`src/rtl/product_accumulator.sv`:
```
// product_accumulator: sums N_TERMS handshaked multiplier products and presents the total on a valid/ready output
module product_accumulator #(
  parameter int ACC_W   = 8,
  parameter int N_TERMS = 4
) (
  input  logic             clk,
  input  logic             rst,
  input  logic             start,
  input  logic [3:0]       prod,
  input  logic             in_valid,
  output logic             in_ready,
  output logic [ACC_W-1:0] sum,
  output logic             sum_valid,
  input  logic             sum_ready,
  output logic             overflow,
  output logic             busy
);
  localparam int CW = $clog2(N_TERMS) + 1;
  typedef enum logic [1:0] {IDLE, ACC, HOLD} state_t;
  state_t state, state_nx;
  logic [CW-1:0] cnt;
  logic [ACC_W-1:0] acc;
  logic [ACC_W:0] add;
  logic accept, last, clr;
  assign add = {1'b0, acc} + (ACC_W+1)'(prod);
  assign last = cnt == CW'(N_TERMS - 1);
  assign sum = acc;
  always_comb begin
    in_ready = state == ACC;
    sum_valid = state == HOLD;
    busy = state != IDLE;
    accept = in_valid && in_ready;
    clr = start && (state == IDLE || (state == HOLD && sum_ready));
    state_nx = clr ? ACC :
               (state == ACC && accept && last) ? HOLD :
               (state == HOLD && sum_ready) ? IDLE : state;
  end
  always_ff @(posedge clk or posedge rst) begin
    if (rst) begin
      state <= IDLE;
      acc <= '0;
      cnt <= '0;
      overflow <= 1'b0;
    end else begin
      state <= state_nx;
      if (clr) begin
        acc <= '0;
        cnt <= '0;
        overflow <= 1'b0;
      end else if (accept) begin
        acc <= add[ACC_W-1:0];
        cnt <= cnt + 1'b1;
        overflow <= overflow | add[ACC_W];
      end
    end
  end
endmodule

```
`config.mk`:
```
export PLATFORM = sky130hd
export DESIGN_NAME = product_accumulator
export DESIGN_NICKNAME = d
export VERILOG_FILES = /design/src/rtl/product_accumulator.sv
export SDC_FILE = /design/constraint.sdc
export NUM_CORES = 1
export LEC_CHECK = 0
export ABC_CLOCK_PERIOD_IN_PS = 1900
export CORE_AREA = 2 2 48 50
export DETAILED_ROUTE_END_ITERATION = 8
export DIE_AREA = 0 0 50 52
export PLACE_DENSITY = 0.7
export SYNTH_ARGS = -nofsm -noshare
export SYNTH_HDL_FRONTEND = slang
export SYNTH_SLANG_ARGS = --single-unit
```
`constraint.sdc`:
```
create_clock -name clk -period 1.9 [get_ports clk]
set_clock_uncertainty 0.2 [all_clocks]
set_input_delay 0.19 -clock clk [delete_from_list [all_inputs] [get_ports clk]]
set_output_delay 0.19 -clock clk [all_outputs]
set_load 0.01 [all_outputs]
```
## After elaboration in Yosys (flattened, before gate mapping)

Cells that the tools add are included.

| word-level totals | value |
|---|---|
| output and inout bits | 12 |
| flip-flop bits (word level) | 14 |

| cells by class | value |
|---|---|
| multiplexer cells | 9 |
| bitwise gates (word level) | 1 |
| add/subtract/negate cells | 2 |
| eq/ne operators | 3 |
| reductions and logical operators | 10 |

Operators by type and width:

| operator | count |
|---|---|
| 2-to-1 mux 8 bit | 2 |
| adder 8 x 4 -> 9 bit | 1 |
| 2-to-1 mux 2 bit | 3 |
| 2-to-1 mux 3 bit | 2 |
| logical AND 1 bit | 5 |
| nonzero test 2 bit | 2 |
| adder 3 x 1 -> 3 bit, second input constant | 1 |
| == test 3 x 2 -> 1 bit, second input constant | 1 |
| nonzero test 3 bit | 1 |
| == test 2 x 1 -> 1 bit, second input constant | 1 |
| == test 2 bit, second input constant | 1 |
| logical NOT 2 bit | 1 |
| 2-to-1 mux 1 bit | 2 |
| logical OR 1 bit | 1 |
| OR 1 bit | 1 |

## Longest topological paths before layout

Gate-level depths: netlist (run 1).

| depth | value |
|---|---|
| depth in word-level cells | 6 |
| gate-level depth with buffers | 7 |

## Least setup slack after synthesis (run 1)

No wires, ideal clock.

| path | value |
|---|---|
| path type | reg2reg |
| from | register acc[0], in the netlist sum[0] |
| to | register acc[6], in the netlist sum[6] |
| cell stages (with the launch flop) | 8 |
| arrival | 1.543 ns |
| period minus slack after synthesis | 1.866 ns |
| setup slack | 0.034 ns |
| buffers on the path | 0 |
| path through | dfrtp_1 > ha_1 > inv_1 > fa_1 > nand2b_1 > a21oi_1 > a31o_2 > a21oi_1 |

| on the way | value |
|---|---|
| cells in the longest elaborated chain, start to end | 3 |

Ends and longest elaborated chain:

| item | RTL line | source |
|---|---|---|
| start, declared | 22 | `logic [ACC_W-1:0] acc;` |
| start signal, assigned | 51 | `acc <= add[ACC_W-1:0];` |
| adder 8 x 4 -> 9 bit | 25 | `assign add = {1'b0, acc} + (ACC_W+1)'(prod);` |
| 2-to-1 mux 8 bit | 50 | `end else if (accept) begin` |
| 2-to-1 mux 8 bit | 46 | `if (clr) begin` |

Every way passes these cells. The select of a mux whose other input is x is not followed.
A chain may end at the register's enable or synchronous reset.

## Worst setup path after layout (run 1)

| path | value |
|---|---|
| from | input prod[0] |
| to | register acc[4], in the netlist sum[4] |

| on the way | value |
|---|---|
| cells in the longest elaborated chain, start to end | 3 |

Ends and longest elaborated chain:

| item | RTL line | source |
|---|---|---|
| start, declared | 9 | `input logic [3:0] prod,` |
| adder 8 x 4 -> 9 bit | 25 |  |
| 2-to-1 mux 8 bit | 50 |  |
| 2-to-1 mux 8 bit | 46 |  |

Every way passes these cells. The select of a mux whose other input is x is not followed.

==> results of run 1 <==
==> metrics by stage <==
stage	utilization	cells	hold slack [ns]
2_1_floorplan	-	92	-0.121
3_3_place_gp	0.518	142	0.296
3_5_place_dp	0.518	142	0.287
4_1_cts	0.540	146	0.0519
5_1_grt	0.559	146	0.0883
6_report	0.559	146	0.0308
==> per-layer routing <==
metal  routed length (um)  track usage  up-vias  share of wire
met5                    0            0        -              0
met3                  106       0.0172        2          0.058
met4                   22       0.0694        0          0.012
met2                  890        0.250       27           0.49
li1                     -            -      371              -
met1                  793        0.204      351           0.44
==> cell usage in the layout, fill, tap and decap left out, types with 2 or more instances in the layout <==
cell type,n
buf_4,5
a21o_1,2
clkdlybuf4s50_1,18
a21oi_1,8
nor2_1,6
o21ai_0,3
nand2b_1,2
nand3_1,2
clkbuf_4,3
dfrtp_2,2
nand2_1,11
nor2b_1,2
and3_1,2
a211oi_1,2
dfrtp_1,12
o211ai_1,2
a31oi_1,2
inv_1,8
ha_1,4
ha_4,2
==> power by group through the flow <==
stage                     logic, W  registers (W)  clock network [W]
final                     0.000928       0.000559           0.000224
after global placement    0.000841       0.000546                  0
after CTS                 0.000886       0.000548           0.000227
after global routing       0.00105       0.000583           0.000242
after detailed placement  0.000857       0.000553                  0
after floorplan           0.000513       0.000547                  0
==> sequential cells by signal (all words and copies together) (netlist names) <==
| name | count |
|---|---|
| sum | 8 |
| state | 2 |
| cnt | 3 |
| overflow | 1 |
==> kinds of logic after synthesis <==
logic type	share of synthesized area
muxes	0.0120
AOI/OAI and AO/OA	0.184
DFF	0.420
xor gates and xnor gates	0.0210
adders and majority gates	0.114
and+or+nand+nor	0.192
buffers and inverters	0.0570
==> area by class of cell <==
| class | count | area (sq um) |
|---|---|---|
| clock buffers | 4 | 36.3 |
| inverters | 8 | 30.0 |
| multi-input cells | 67 | 483 |
| repair buffers | 25 | 239 |
| fillers | 180 | 930 |
| well taps | 28 | 35.0 |
| flip-flops and latches | 14 | 353 |
==> worst reg2reg max path, stage by stage (launching register included) <==
cell and delay [ns]:
dfrtp_1 0.43, ha_4 0.31, and3_1 0.16, a22oi_1 0.12, or3_1 0.37, a21oi_1 0.15
==> how the worst max path moves through the flow <==
| stage | start | to | slack (ns) | cells after the start |
|---|---|---|---|---|
| 5_1_grt | sum[3] | sum[6] | -0.004 | 6 |
| 6_report | prod[0] | sum[4] | 0.09 | 8 |
| 2_1_floorplan | sum[0] | sum[6] | 0.03 | 7 |
| 4_1_cts | sum[2] | sum[7] | 0.02 | 5 |
| 3_5_place_dp | prod[0] | sum[6] | -0.32 | 8 |
| 3_3_place_gp | prod[0] | sum[6] | -0.29 | 8 |
==> impl_table.tex, run 1 <==
\begin{tabular}{lr}
\hline
Metric & Value \\
\hline
\multicolumn{2}{l}{\textbf{Drt}} \\
\quad Iteration-0 DRC Markers & 20 \\
\quad Antenna-violating nets left & 0 \\
\quad Number of iterations in the first detailed-routing pass & 4 \\
\quad DRC viols & 0 \\
\quad Vias per cell & 5.14 \\
\quad Number of vias in the routed layout & 751 \\
\quad Wire length per cell & 12.4 um \\
\quad Detailed Route WL & around 1800 um \\
\multicolumn{2}{l}{\textbf{CTS}} \\
\quad Num Clock Sinks & 14 \\
\quad Resize count post-CTS & 4 \\
\quad CTS tree & yes \\
\quad Clock-pin slew of the registers on the worst-case setup and hold paths & 0.09 ns \\
\quad Cell at the root of the clock tree & clkbuf\_4 \\
\quad Count of buffers added by post-CTS timing repair for setup & 0 \\
\quad CTS buffer count & 3 \\
\quad Htree depth & 1 \\
\quad Worst-Skew Late Latency & just under 0.3 ns \\
\quad Number of hold buffers added after CTS & 0 \\
\quad Number of buffers on the longest clock path & 2 \\
\multicolumn{2}{l}{\textbf{Critical path}} \\
\quad Worst reg2reg setup slack & roughly 0.087 ns \\
\quad Slowest-stage cell, CP & clkdlybuf4s50\_1 \\
\quad R2R depth & 5 \\
\quad Worst reg2reg path startpoint & sum[2] \\
\quad Critical path's top delay family & buffers and inverters \\
\quad Req. time, crit path & 1.87 ns \\
\quad Category of the worst setup path capture point & register \\
\quad CP peak stage delay & 0.46 ns \\
\quad Critical R2R Capture & sum[7] \\
\quad Crit path cell chain & clkdlybuf4s50\_1 > ha\_1 > inv\_1 > fa\_2 > nand2b\_4 > a21boi\_0 > o21ai\_1 > mux2i\_1 \\
\quad Buffers plus inverters on the worst setup path & 2 \\
\quad Type of the worst setup path & in -> reg \\
\quad Critical path data arrival time & between 1.5 and 2 ns \\
\quad Startpoint types & input port \\
\quad Top fanout value on the critical path & 3 \\
\multicolumn{2}{l}{\textbf{Logic synthesis}} \\
\quad Top-area cell type share of the netlist area & 0.420 \\
\quad EDFF count, synth & 0 \\
\quad Portion of the post-synthesis area used by sequential elements & 0.420 \\
\quad Proportion of register bits with asynchronous set or reset after synthesis & 1.00 \\
\quad Cell taking the most area after synthesis & dfrtp\_1 \\
\quad Largest cells by area after synthesis & dfrtp\_1, ha\_1, a21oi\_1 \\
\quad Dominant register cell in the synthesized netlist & dfrtp\_1 \\
\quad Number of cells produced by synthesis & between 90 and 100 \\
\quad Average footprint of a synthesized cell & 9.07 sq um \\
\quad Most common library cells after synthesis & dfrtp\_1, nand2\_1, a21oi\_1 \\
\quad Count of cell types in the netlist & 31 \\
\quad Register bit count reported by yosys & 14 \\
\quad Most frequently used cell type in the post-synthesis netlist & dfrtp\_1 \\
\quad Total nets after synthesis & around 110 \\
\quad Number of warning messages in the yosys log & 0 \\
\quad Area of the mapped netlist & around 830 sq um \\
\multicolumn{2}{l}{\textbf{Global routing}} \\
\quad Overall track demand over capacity in global routing & 0.153 \\
\quad Global-route congestion overflow total & 0 \\
\quad Antenna violations before repair & 0 \\
\quad First-pass GRT wire length & 3070 um \\
\quad Number of global-route vias before repair & 719 \\
\quad Maximum number of pins on one net before global-route repair & 15 \\
\multicolumn{2}{l}{\textbf{Place}} \\
\quad Standard cell area after detailed placement & 0.00109 sq mm \\
\quad Placer Congestion & 0.775 \\
\quad Post-detail-place hpwl & 1300 um \\
\quad Placement Setup Slack & -0.319 ns \\
\quad Port Buffers & 20 \\
\multicolumn{2}{l}{\textbf{Timing}} \\
\quad Number of setup violations in the final report & 0 \\
\quad Setup ws final & between 0.08 and 0.09 ns \\
\quad Final Max Slew Viols & 0 \\
\quad Hold Fails Final Rpt & 0 \\
\quad Min cycle time layout & 1.81 ns \\
\quad Worst-Margin Slew & roughly 0.54 ns \\
\quad Final Cycle Share & 0.954 \\
\quad Worst slew margin relative to its limit & 0.642 \\
\quad Final-layout setup total negative slack & 0 ns \\
\quad Maximum clock frequency & 551 MHz \\
\multicolumn{2}{l}{\textbf{Power and ir drop}} \\
\quad Cell-internal power & 0.00104 W \\
\quad Standby leakage power & roughly 0.53 nW \\
\quad Net switching share of the total power & 0.392 \\
\quad Clock power frac & 0.131 \\
\quad Net switching power of the design & 0.000671 W \\
\quad Pwr Total & 0.00171 W \\
\quad Comb power frac & 0.542 \\
\quad Worst voltage drop across the vdd grid & between 0.5 and 0.6 mV \\
\quad Power density over the cells & 1450 mW/mm\^{}2 \\
\quad Share of total power in sequential cells & 0.327 \\
\multicolumn{2}{l}{\textbf{Layout}} \\
\quad Post-route cell area & 0.00118 sq mm \\
\quad Nets & roughly 140 \\
\quad Number of antenna repair diodes & 0 \\
\quad Share of cells above drive strength 1 & 0.161 \\
\quad Relative area change from synthesis to final layout & 40.9\% \\
\multicolumn{2}{l}{\textbf{Status}} \\
\quad Status & completed \\
\multicolumn{2}{l}{\textbf{Floorplan}} \\
\quad Die footprint & roughly 0.0026 sq mm \\
\quad I/O pin cnt & 21 \\
\quad Chip height & 52 um \\
\quad Initial core utilization & 0.396 \\
\quad Core outline area & 0.00211 sq mm \\
\quad FP Rows & 17 \\
\quad DIE WIDTH & 50 um \\
\multicolumn{2}{l}{\textbf{Job}} \\
\quad Max-cap violations & 0 \\
\multicolumn{2}{l}{\textbf{Hold path}} \\
\quad Min-Delay Path Class & in -> async \\
\hline
\end{tabular}
Note: power is estimated with default switching activity, not from simulation.
==> run 2, diff against run 1 <==
- RECOVER_POWER: unset -> 50
==> run 2 against run 1 <==
Effect of this change:
- sequential cell count did not move
- critical path depth fell by 6
- worst setup slack got worse by 0.0035 ns
- via count fell by 0.40%
- sequential share of layout area is essentially flat
- hold slack better by 0.14 ns
- die area is the same
- critical path type is now reg -> out
==> impl_table.tex, run 2 (same netlist as run 1, synthesis figures left out) <==
\begin{tabular}{lr}
\hline
Metric & Value \\
\hline
\multicolumn{2}{l}{\textbf{Status}} \\
\quad Status & completed \\
\multicolumn{2}{l}{\textbf{Power and ir drop}} \\
\quad Worst voltage drop across the vdd grid & 0.570 mV \\
\quad Standby leakage power & 0.534 nW \\
\quad Net switching power of the design & 0.000671 W \\
\quad Power density over the cells & 1450 mW/mm\^{}2 \\
\quad Share of total power in sequential cells & 0.326 \\
\quad Cell-internal power & 0.00103 W \\
\quad Net switching share of the total power & 0.393 \\
\quad Comb power frac & 0.543 \\
\quad Clock power frac & 0.132 \\
\multicolumn{2}{l}{\textbf{Drt}} \\
\quad Iteration-0 DRC Markers & 23 \\
\quad DRC viols & 0 \\
\quad Number of vias in the routed layout & approximately 750 \\
\quad Top layer used by detailed routing & met4 \\
\quad Met2 WL & 907 um \\
\quad Antenna-violating nets left & 0 \\
\quad Vias per cell & 5.12 \\
\quad Length of routed met3 wiring & 93 um \\
\quad Number of iterations in the first detailed-routing pass & 4 \\
\quad Wire length per cell & roughly 12 um \\
\quad Detailed Route WL & 1820 um \\
\quad Routed length on met1 & 794 um \\
\multicolumn{2}{l}{\textbf{Layout}} \\
\quad Post-route cell area & 0.00117 sq mm \\
\quad Share of cells above drive strength 1 & 0.144 \\
\quad Filler instances & 182 \\
\quad Number of antenna repair diodes & 0 \\
\quad Flip-flop count of the largest register after layout & 8 \\
\quad Leading cell types in the layout, fill and taps excluded & clkdlybuf4s50\_1, dfrtp\_1, nand2\_1, inv\_1, a21oi\_1 \\
\quad Nets & 135 \\
\quad Multi-input combinational cell area & 482 sq um \\
\quad Area occupied by registers & around 350 sq um \\
\quad Non-Filler Instances & 146 \\
\quad Relative area change from synthesis to final layout & 40.6\% \\
\quad Most frequent standard cell in the layout excluding fill and tap cells & clkdlybuf4s50\_1 \\
\multicolumn{2}{l}{\textbf{Global routing}} \\
\quad Antenna violations before repair & 0 \\
\quad Overall track demand over capacity in global routing & 0.153 \\
\quad Maximum number of pins on one net before global-route repair & 15 \\
\quad Global-route congestion overflow total & 0 \\
\quad First-pass GRT wire length & 3070 um \\
\quad Number of global-route vias before repair & just over 700 \\
\multicolumn{2}{l}{\textbf{CTS}} \\
\quad Number of hold buffers added after CTS & 0 \\
\quad CTS tree & yes \\
\quad Worst-Skew Late Latency & $\sim$0.29 ns \\
\quad Clock-pin slew of the registers on the worst-case setup and hold paths & around 0.1 ns \\
\quad Cell at the root of the clock tree & clkbuf\_4 \\
\quad Number of buffers on the longest clock path & 2 \\
\quad Num Clock Sinks & 14 \\
\quad Htree depth & 1 \\
\quad CTS buffer count & 3 \\
\multicolumn{2}{l}{\textbf{Job}} \\
\quad Max-cap violations & 0 \\
\multicolumn{2}{l}{\textbf{Place}} \\
\quad Number of cells after detailed placement & around 140 \\
\quad Standard cell area after detailed placement & 0.00109 sq mm \\
\quad Port Buffers & 20 \\
\quad Post-detail-place hpwl & 1300 um \\
\quad Placer Congestion & 0.775 \\
\multicolumn{2}{l}{\textbf{Critical path}} \\
\quad Crit path cell chain & nor2b\_1 > clkdlybuf4s50\_1 \\
\quad Worst reg2reg setup slack & 0.09 ns \\
\quad Category of the worst setup path capture point & output pin \\
\quad Critical path data arrival time & 1.43 ns \\
\quad Critical R2R Capture & sum[7] \\
\quad R2R depth & 5 \\
\quad Req. time, crit path & 1.51 ns \\
\quad Type of the worst setup path & reg -> out \\
\quad Slowest-stage cell, CP & clkdlybuf4s50\_1 \\
\quad Worst reg2reg path startpoint & sum[2] \\
\quad CP peak stage delay & 0.53 ns \\
\quad Startpoint types & register \\
\quad Top fanout value on the critical path & 9 \\
\multicolumn{2}{l}{\textbf{Timing}} \\
\quad Min cycle time layout & 1.82 ns \\
\quad Maximum clock frequency & 550 MHz \\
\quad Hold Fails Final Rpt & 0 \\
\quad Number of setup violations in the final report & 0 \\
\quad Worst slew margin relative to its limit & 0.641 \\
\quad Worst-Margin Slew & 0.537 ns \\
\quad Final-layout setup total negative slack & 0 ns \\
\quad Final Cycle Share & 0.956 \\
\quad Final Max Slew Viols & 0 \\
\multicolumn{2}{l}{\textbf{Hold path}} \\
\quad Min-Delay Path Class & in -> async \\
\multicolumn{2}{l}{\textbf{Floorplan}} \\
\quad FP Rows & 17 \\
\quad I/O pin cnt & 21 \\
\quad Initial core utilization & 0.396 \\
\quad Core outline area & 0.00211 sq mm \\
\quad Die footprint & roughly 0.0026 sq mm \\
\quad DIE WIDTH & 50 um \\
\quad Chip height & 52 um \\
\hline
\end{tabular}
run 2: changes by cell type in the layout (fill, tap and decap cells not counted):
cell             before  now
and3b_1               0    1
dfrtp_1              12   13
dfrtp_2               2    1
clkdlybuf4s50_1      18   17
dlygate4sd3_1         0    1
and3b_2               1    0
run 2: power by group through the flow:
stage               registers (W)  clock network [W]  logic, W
global placement         0.000546                  0  0.000841
floorplan                0.000547                  0  0.000513
finish                   0.000556           0.000224  0.000925
global route             0.000581           0.000242   0.00104
CTS                      0.000548           0.000227  0.000886
detailed placement       0.000553                  0  0.000857
run 2: stage by stage:
stage | power, W | util | hold WS (ns) | setup WS [ns]
2_1_floorplan | 0.00106 | - | -0.121 | 0.0341
3_3_place_gp | 0.00139 | 0.518 | 0.296 | -0.287
3_5_place_dp | 0.00141 | 0.518 | 0.287 | -0.319
4_1_cts | 0.00166 | 0.540 | 0.0519 | 0.0186
5_1_grt | 0.00187 | 0.557 | 0.222 | -0.00389
6_report | 0.00171 | 0.557 | 0.167 | 0.0830
run 2: how the worst max path moves through the flow:
stage / depth (start not counted) / startpoint / end / slack (ns)
floorplan: 7 / sum[0] / sum[6] / 0.03
global placement: 8 / prod[0] / sum[6] / -0.29
detailed placement: 8 / prod[0] / sum[6] / -0.32
CTS: 5 / sum[2] / sum[7] / 0.02
global route: 6 / sum[3] / sum[6] / -0.004
finish: 2 / state[0] / sum_valid / 0.08
run 2: final cells by class:
type                    instances  share of cell area
multi-input cells              67               0.410
flip-flops and latches         14               0.300
repair buffers                 25               0.204
clock buffers                   4              0.0309
well taps                      28              0.0299
inverters                       8              0.0256
run 2: critical path: cells and delay by family, from the launching register on:
family	cells	cell delay, ns
buffers and inverters	1	0.53
and+or+nand+nor	1	0.13
DFF	1	0.47
run 2: what timing repair did:
item	4_1_cts	5_1_grt
endpoints found under the setup margin	3	4
setup buffers	0	0
gates resized for setup	4	8
run 2: layer usage:
| metal | vias up | track usage |
|---|---|---|
| li1 | 371 | - |
| met1 | 349 | 0.204 |
| met2 | 26 | 0.250 |
| met3 | 2 | 0.0172 |
| met4 | 0 | 0.0694 |
| met5 | - | 0 |
